### config.mk
export PLATFORM = sky130hd
export DESIGN_NAME = btb_update_unit
export DESIGN_NICKNAME = d
export VERILOG_FILES = /design/src/rtl/btb_update_unit_pkg.sv /design/src/rtl/btb_update_unit_fifo.sv /design/src/rtl/btb_update_unit.sv
export SDC_FILE = /design/constraint.sdc
export NUM_CORES = 1
export LEC_CHECK = 0
export ABC_AREA = 1
export CAP_MARGIN = 20
export CORE_ASPECT_RATIO = 0.7
export CORE_MARGIN = 8
export CORE_UTILIZATION = 50
export CTS_BUF_LIST = sky130_fd_sc_hd__clkbuf_8
export DETAILED_ROUTE_END_ITERATION = 8
export PLACE_DENSITY = 0.74
export SYNTH_ARGS = -nofsm -noshare
export SYNTH_HDL_FRONTEND = slang
export SYNTH_SLANG_ARGS = --single-unit
### constraint.sdc
create_clock -name clk -period 4.1 [get_ports clk]
set_input_delay 0.615 -clock clk [delete_from_list [all_inputs] [get_ports clk]]
set_output_delay 0.615 -clock clk [all_outputs]
set_load 0.02 [all_outputs]
### src/rtl/btb_update_unit_pkg.sv
// Shared LC-3b types used by the BTB write-side controller.
//   btb_tag / btb_index : BTB tag and set index slices of a PC
//   btb_update_req      : one resolved-branch report as held in the FIFO
//   btb_upd_action      : what a report does to the BTB
//   btb_upd_state       : controller state (IDLE / SWEEP)
//   classify()          : report -> action decision
package lc3b_types;

  typedef logic [15:0] lc3b_word;
  typedef logic [10:0] btb_tag;
  typedef logic [3:0]  btb_index;

  typedef struct packed {
    btb_tag   tag;
    btb_index index;
    lc3b_word target;
    logic     taken;
    logic     hit;
    logic     predicted;
  } btb_update_req;

  typedef enum logic [1:0] {DROP, ALLOC, CORRECT} btb_upd_action;

  typedef enum logic {IDLE, SWEEP} btb_upd_state;

  // A miss only matters if the branch was taken; a hit only matters if the
  // prediction was wrong.
  function automatic btb_upd_action classify(btb_update_req r);
    if (r.hit) return (r.taken != r.predicted) ? CORRECT : DROP;
    return r.taken ? ALLOC : DROP;
  endfunction

endpackage

### src/rtl/btb_update_unit_fifo.sv
// btb_update_fifo: synchronous FIFO of btb_update_req.
//   push/din  : write din when not full
//   pop       : advance head when not empty
//   clear     : drop all contents (takes priority over push/pop)
//   full/empty: status; head: oldest entry (valid when !empty)
// Pointers carry one extra wrap bit so full and empty are distinguishable.
module btb_update_fifo
  import lc3b_types::*;
#(
  parameter int DEPTH = 4
) (
  input  logic          clk,
  input  logic          rst,
  input  logic          push,
  input  logic          pop,
  input  logic          clear,
  input  btb_update_req din,
  output logic          full,
  output logic          empty,
  output btb_update_req head
);

  localparam int AW = $clog2(DEPTH);

  logic [AW:0]   wp_q, rp_q;
  btb_update_req mem_q [DEPTH];

  assign empty = (wp_q == rp_q);
  assign full  = (wp_q == {~rp_q[AW], rp_q[AW-1:0]});
  assign head  = mem_q[rp_q[AW-1:0]];

  always_ff @(posedge clk) begin
    if (rst || clear) begin
      wp_q <= '0;
      rp_q <= '0;
    end else begin
      if (push && !full) wp_q <= wp_q + (AW+1)'(1);
      if (pop && !empty) rp_q <= rp_q + (AW+1)'(1);
    end
  end

  // Storage needs no reset; only the pointers define what is valid.
  always_ff @(posedge clk) begin
    if (push && !full) mem_q[wp_q[AW-1:0]] <= din;
  end

endmodule

### src/rtl/btb_update_unit.sv
// btb_update_unit: write-side controller of the branch target buffer.
// Buffers resolved-branch reports, turns each into an ALLOC / CORRECT / DROP
// write on the BTB write port, and sweeps every valid bit to 0 on flush_req.
//   res_*      : report handshake (accepted when res_valid & res_ready)
//   flush_req  : single-cycle full-table invalidate request
//   busy       : high exactly while the FSM is in SWEEP (state visibility)
//   wr_addr, tag_out, bta_out, valid_out, predict_out : BTB write data
//   ld_valid, ld_tag, ld_data, ld_predict             : BTB write strobes
// Handshake: a report transfers on a rising edge where res_valid and
// res_ready are both high; res_ready does not depend on res_valid.
// Optional build macro BTB_UPDATE_RESET_SWEEP_EN: start a sweep right after
// reset so the BTB valid array needs no reset of its own.
module btb_update_unit
  import lc3b_types::*;
#(
  parameter int num_entries = 16,
  parameter int fifo_depth  = 4
) (
  input  logic        clk,
  input  logic        rst,
  input  logic        res_valid,
  output logic        res_ready,
  input  logic [15:0] res_pc,
  input  logic [15:0] res_target,
  input  logic        res_taken,
  input  logic        res_btb_hit,
  input  logic        res_predicted,
  input  logic        flush_req,
  output logic        busy,
  output logic [3:0]  wr_addr,
  output logic [10:0] tag_out,
  output logic [15:0] bta_out,
  output logic        valid_out,
  output logic        predict_out,
  output logic        ld_valid,
  output logic        ld_tag,
  output logic        ld_data,
  output logic        ld_predict
);

  localparam int CW = $clog2(num_entries);
  localparam logic [CW-1:0] LAST_IDX = CW'(num_entries - 1);

  btb_upd_state  state_q;
  logic [CW-1:0] cnt_q;
  logic [CW-1:0] cnt_nxt;
  btb_index      wr_addr_q;
  btb_tag        tag_q;
  lc3b_word      bta_q;
  logic          valid_q, predict_q;
  logic          ld_valid_q, ld_tag_q, ld_data_q, ld_predict_q;

  btb_update_req req_in, head;
  btb_upd_action act;
  logic          fifo_full, fifo_empty;
  logic          idle, sweep_start, init_pend, pop;

  assign idle    = (state_q == IDLE);
  assign cnt_nxt = cnt_q + CW'(1);

`ifdef BTB_UPDATE_RESET_SWEEP_EN
  // Set by reset, consumed by the first IDLE cycle, which launches a sweep.
  logic init_q;
  assign init_pend = init_q;
`else
  assign init_pend = 1'b0;
`endif

  assign sweep_start = flush_req | init_pend;
  assign res_ready   = !fifo_full && idle && !init_pend;
  assign pop         = idle && !fifo_empty && !sweep_start;

  assign req_in = '{tag:       res_pc[15:5],
                    index:     res_pc[4:1],
                    target:    res_target,
                    taken:     res_taken,
                    hit:       res_btb_hit,
                    predicted: res_predicted};

  btb_update_fifo #(.DEPTH(fifo_depth)) u_fifo (
    .clk   (clk),
    .rst   (rst),
    .push  (res_valid && res_ready),
    .pop   (pop),
    .clear (idle && sweep_start),
    .din   (req_in),
    .full  (fifo_full),
    .empty (fifo_empty),
    .head  (head)
  );

  assign act = classify(head);

  always_ff @(posedge clk) begin
    if (rst) begin
      state_q      <= IDLE;
      cnt_q        <= '0;
      wr_addr_q    <= '0;
      tag_q        <= '0;
      bta_q        <= '0;
      valid_q      <= 1'b0;
      predict_q    <= 1'b0;
      ld_valid_q   <= 1'b0;
      ld_tag_q     <= 1'b0;
      ld_data_q    <= 1'b0;
      ld_predict_q <= 1'b0;
`ifdef BTB_UPDATE_RESET_SWEEP_EN
      init_q       <= 1'b1;
`endif
    end else begin
      // Strobes are single-cycle; data registers hold unless rewritten.
      ld_valid_q   <= 1'b0;
      ld_tag_q     <= 1'b0;
      ld_data_q    <= 1'b0;
      ld_predict_q <= 1'b0;
      case (state_q)
        IDLE: begin
          if (sweep_start) begin
            // Starting the sweep replaces whatever write the head would give.
            state_q    <= SWEEP;
            cnt_q      <= '0;
            wr_addr_q  <= '0;
            ld_valid_q <= 1'b1;
            valid_q    <= 1'b0;
`ifdef BTB_UPDATE_RESET_SWEEP_EN
            init_q     <= 1'b0;
`endif
          end else if (pop) begin
            case (act)
              ALLOC: begin
                wr_addr_q    <= head.index;
                tag_q        <= head.tag;
                bta_q        <= head.target;
                valid_q      <= 1'b1;
                predict_q    <= 1'b1;
                ld_valid_q   <= 1'b1;
                ld_tag_q     <= 1'b1;
                ld_data_q    <= 1'b1;
                ld_predict_q <= 1'b1;
              end
              CORRECT: begin
                wr_addr_q    <= head.index;
                predict_q    <= head.taken;
                ld_predict_q <= 1'b1;
                if (head.taken) begin
                  bta_q     <= head.target;
                  ld_data_q <= 1'b1;
                end
              end
              default: ;
            endcase
          end
        end
        SWEEP: begin
          if (flush_req) begin
            cnt_q      <= '0;
            wr_addr_q  <= '0;
            ld_valid_q <= 1'b1;
            valid_q    <= 1'b0;
          end else if (cnt_q == LAST_IDX) begin
            state_q <= IDLE;
          end else begin
            cnt_q      <= cnt_nxt;
            wr_addr_q  <= btb_index'(cnt_nxt);
            ld_valid_q <= 1'b1;
            valid_q    <= 1'b0;
          end
        end
        default: state_q <= IDLE;
      endcase
    end
  end

  assign busy        = (state_q == SWEEP);
  assign wr_addr     = wr_addr_q;
  assign tag_out     = tag_q;
  assign bta_out     = bta_q;
  assign valid_out   = valid_q;
  assign predict_out = predict_q;
  assign ld_valid    = ld_valid_q;
  assign ld_tag      = ld_tag_q;
  assign ld_data     = ld_data_q;
  assign ld_predict  = ld_predict_q;

endmodule

==> flow_metrics.tcl <==
set metrics [dict create \
    crit_cells 11 \
    finalHoldViolations 0 \
    worstPathArrival_ns 3.01 \
    whs_path_depth 2 \
    cts-hold-fix-buffers 0 \
    cp.buffers_inverters 4 \
    setup.reg_to_reg.worst_slack_ns 1.44 \
    synth-compound-area-share_pct 9.29 \
    worst_hold_class "register to register" \
    gpl.final_weighted_congestion 0.908 \
    syn_area_per_cell_sq_um 10.9 \
    path_max_fanout 37 \
    sequential_cell_area_fraction_in_the_yosys_report_pct 69.7 \
    worst_clock_skew_ns 0.0197 \
    fmaxAchievable_mhz 376 \
    clk_pin_slew_worst_paths_ns 0.09 \
    die_height_um 117 \
    area_delta_synth_final_pct 18.2 \
    crit_path_top_delay_cell "sky130_fd_sc_hd__a21oi_4" \
    reg2regPathDepth 11 \
    grt_max_degree 73 \
    fin_util_pct 59.5 \
    startpoint_type "register" \
    drc_errors 0 \
    cts_inserted_buffers 17 \
    hold_slack_ns 0.480 \
    layout-drive-gt1-share_pct 7.71 \
    grt_pass1_vias 4963 \
    effective_utilization_at_floorplan_pct 50.4 \
    post-route-min-period_ns 2.66 \
    commonest_cells_after_routing_fill_and_taps_aside "sky130_fd_sc_hd__edfxtp_1, sky130_fd_sc_hd__nor2_1, sky130_fd_sc_hd__nand2_1" \
    postRouteAntennaNets 0 \
    grt_first_pass_wirelength_um 24600 \
    clockRootBuffer "sky130_fd_sc_hd__clkbuf_8" \
    timing.max_slew.rel_slack_pct 45.0 \
    post_synth_xor_area_fraction_pct 0.480 \
    r2r_end "bta_out[1]" \
    drt-wirelength-per-cell_um 16.3 \
    synthesis.area_sq_um 7300 \
    end_kind "register" \
    setup-tns-final_ns 0 \
    timing.critical_path.required_ns 4.45 \
    synth-adder-area-share_pct 1.03 \
    finalSetupViolCount 0 \
    clk-insertion-delay-late_ns 0.46 \
    post_cts_resized 0 \
    detailed_place_hpwl_um 9240 \
    worst_ir_drop_vdd_mv 0.208 \
    final_min_period_over_clock_period_pct 64.9 \
    port_buffers 76 \
    status "finished clean" \
    layout_commonest_cell "sky130_fd_sc_hd__edfxtp_1" \
    ios 78 \
    cts_buffer_depth 2 \
    insertedDiodeCount 0 \
    maxCapViolations 0 \
    layout.filler_cells 1152 \
    route.final.wire_length_um 15400 \
    vias 4989 \
    finalMaxSlewViolations 0 \
    hold-path-endpoint "valid_out" \
    globalRouteTotalUtil_pct 16.8 \
    worstHoldStart "valid_out" \
    grt_antenna_before_repair 0 \
    core_area_sq_um 14500 \
    post_cts.repair.setup_buffers 0 \
    globalRoute.totalOverflow 0 \
    synthesis.instances 668 \
    synth.ff_latch_count 186 \
    std_cell_rows 37 \
    detail_route.first_pass.iterations 5 \
    floorplan.die_area_sq_um 18800 \
    synth_top_family_by_area "simple AND/OR/NAND/NOR gates" \
    worst_slew_pin_slew_ns 0.824 \
    yosys-mux-area-fraction_pct 0 \
    finalNetCount 784 \
    syn_nets 713 \
    synth_simple_gate_area_share_pct 14.6 \
    power.static_leakage_nw 3.20 \
    top_cell_family_by_delay_on_the_critical_path "buffers and inverters" \
    rsz_0062_raised_after_global_routing "false" \
    synth_warnings 0 \
    clock_tree.htree_level_count 4 \
    chipWidth_um 160 \
    cell_by_cell_trace_of_the_critical_path "buf_4 -> inv_2 -> nand3_1 -> nand2_1 -> inv_2 -> nor2_4 -> inv_2 -> a21oi_4 -> nand2_1 -> nand2_1 -> nor2_1" \
    netlist-cell-type-count 25 \
    crit_type "register to register" \
    drt_first_iter_violations 380 \
    tritoncts "done" \
    clock_sink_count 186 \
    routed_via_density 5.27 \
    critical-path-max-stage-delay_ns 0.67 \
    powerDensity_nw_per_um2 433 \
]
flip-flops by register name, summed over array words and instances, names as in the netlist, named ones only:
signal and count:
wr_addr 4, busy 1, valid_out 1, u_fifo.mem_q 136
predict_out 1, cnt_q 4, u_fifo.wp_q 3, ld_predict 1
tag_out 11, ld_valid 1, ld_tag 1, ld_data 1
u_fifo.rp_q 3, bta_out 16
through the flow:
| step | cells | power [W] | cell area [sq um] | setup WS (ns) |
|---|---|---|---|---|
| floorplan | 668 | 0.00238 | 7300 | 1.36 |
| global placement | 915 | 0.00252 | 8220 | 1.23 |
| detailed placement | 915 | 0.00253 | 8220 | 1.20 |
| CTS | 947 | 0.00375 | 8620 | 1.39 |
| global route | 947 | 0.00389 | 8620 | 1.17 |
| finish | 947 | 0.00373 | 8620 | 1.44 |
report_power, final:
part	leakage [nW]	switching (W)	internal, W
Combinational	1.34	0.000238	0.000144
Clock	0.212	0.000636	0.000605
Sequential	1.65	0.0000234	0.00208
Total	3.20	0.000897	0.00283
synthesized netlist by cell type:
cell	number	area share [%]
sky130_fd_sc_hd__nor2_1	134	6.9
sky130_fd_sc_hd__clkbuf_1	16	0.82
sky130_fd_sc_hd__buf_4	1	0.10
sky130_fd_sc_hd__o22ai_1	27	2.3
sky130_fd_sc_hd__inv_4	1	0.086
sky130_fd_sc_hd__nand3_2	2	0.27
sky130_fd_sc_hd__ha_1	6	1.0
sky130_fd_sc_hd__xor2_1	4	0.48
sky130_fd_sc_hd__inv_2	4	0.21
sky130_fd_sc_hd__dfxtp_1	50	14
sky130_fd_sc_hd__o21a_1	1	0.10
sky130_fd_sc_hd__a21oi_4	1	0.22
sky130_fd_sc_hd__o21ai_0	79	5.4
sky130_fd_sc_hd__nand2_2	3	0.26
sky130_fd_sc_hd__nor2_4	2	0.31
sky130_fd_sc_hd__inv_1	46	2.4
sky130_fd_sc_hd__nand2_1	98	5.0
sky130_fd_sc_hd__nand4_1	1	0.086
sky130_fd_sc_hd__a21oi_1	18	1.2
sky130_fd_sc_hd__or2_2	4	0.34
sky130_fd_sc_hd__buf_1	2	0.10
sky130_fd_sc_hd__nand3_1	20	1.4
sky130_fd_sc_hd__buf_2	7	0.48
sky130_fd_sc_hd__edfxtp_1	136	56
sky130_fd_sc_hd__buf_6	5	0.77
cell type report:
cell class	count	area [sq um]	area share [%]
well taps	195	244	2.83
clock buffers	17	234	2.71
inverters	51	194	2.25
multi-input cells	400	1880	21.8
clock inverters	15	171	1.99
flip-flops and latches	186	5090	59.0
repair buffers	83	813	9.43
layer usage:
| layer | track usage (%) | wire length [um] | vias to the layer above |
|---|---|---|---|
| met4 | 4.71 | 96 | 2 |
| met2 | 28.7 | 7560 | 170 |
| met5 | 1.87 | 46 | - |
| met3 | 4.72 | 1070 | 11 |
| met1 | 20.5 | 6670 | 2404 |
| li1 | - | - | 2402 |
cell families after synthesis:
kind of cell             after synthesis
AO/OA/AOI/OAI                        126
XOR/XNOR                               4
adder cells (fa/ha/maj)                6
buffers and inverters                 82
flip-flops                           186
AND/OR/NAND/NOR                      264
worst max path at each step:
stage,start,to
2_1_floorplan,u_fifo.wp_q[1],u_fifo.mem_q[0][0]
3_3_place_gp,flush_req,bta_out[7]
3_5_place_dp,flush_req,bta_out[1]
4_1_cts,register,bta_out[1]
5_1_grt,register,bta_out[11]
6_report,register,bta_out[1]
worst reg2reg max path, stage by stage, from the launching register on:
cell	delay [ns]
sky130_fd_sc_hd__dfxtp_1	0.31
sky130_fd_sc_hd__buf_4	0.26
sky130_fd_sc_hd__inv_2	0.56
sky130_fd_sc_hd__nand3_1	0.15
sky130_fd_sc_hd__nand2_1	0.12
sky130_fd_sc_hd__inv_2	0.06
sky130_fd_sc_hd__nor2_4	0.09
sky130_fd_sc_hd__inv_2	0.09
sky130_fd_sc_hd__a21oi_4	0.67
sky130_fd_sc_hd__nand2_1	0.13
sky130_fd_sc_hd__nand2_1	0.10
sky130_fd_sc_hd__nor2_1	0.04
No activity file was read; power rests on OpenSTA's default activity.
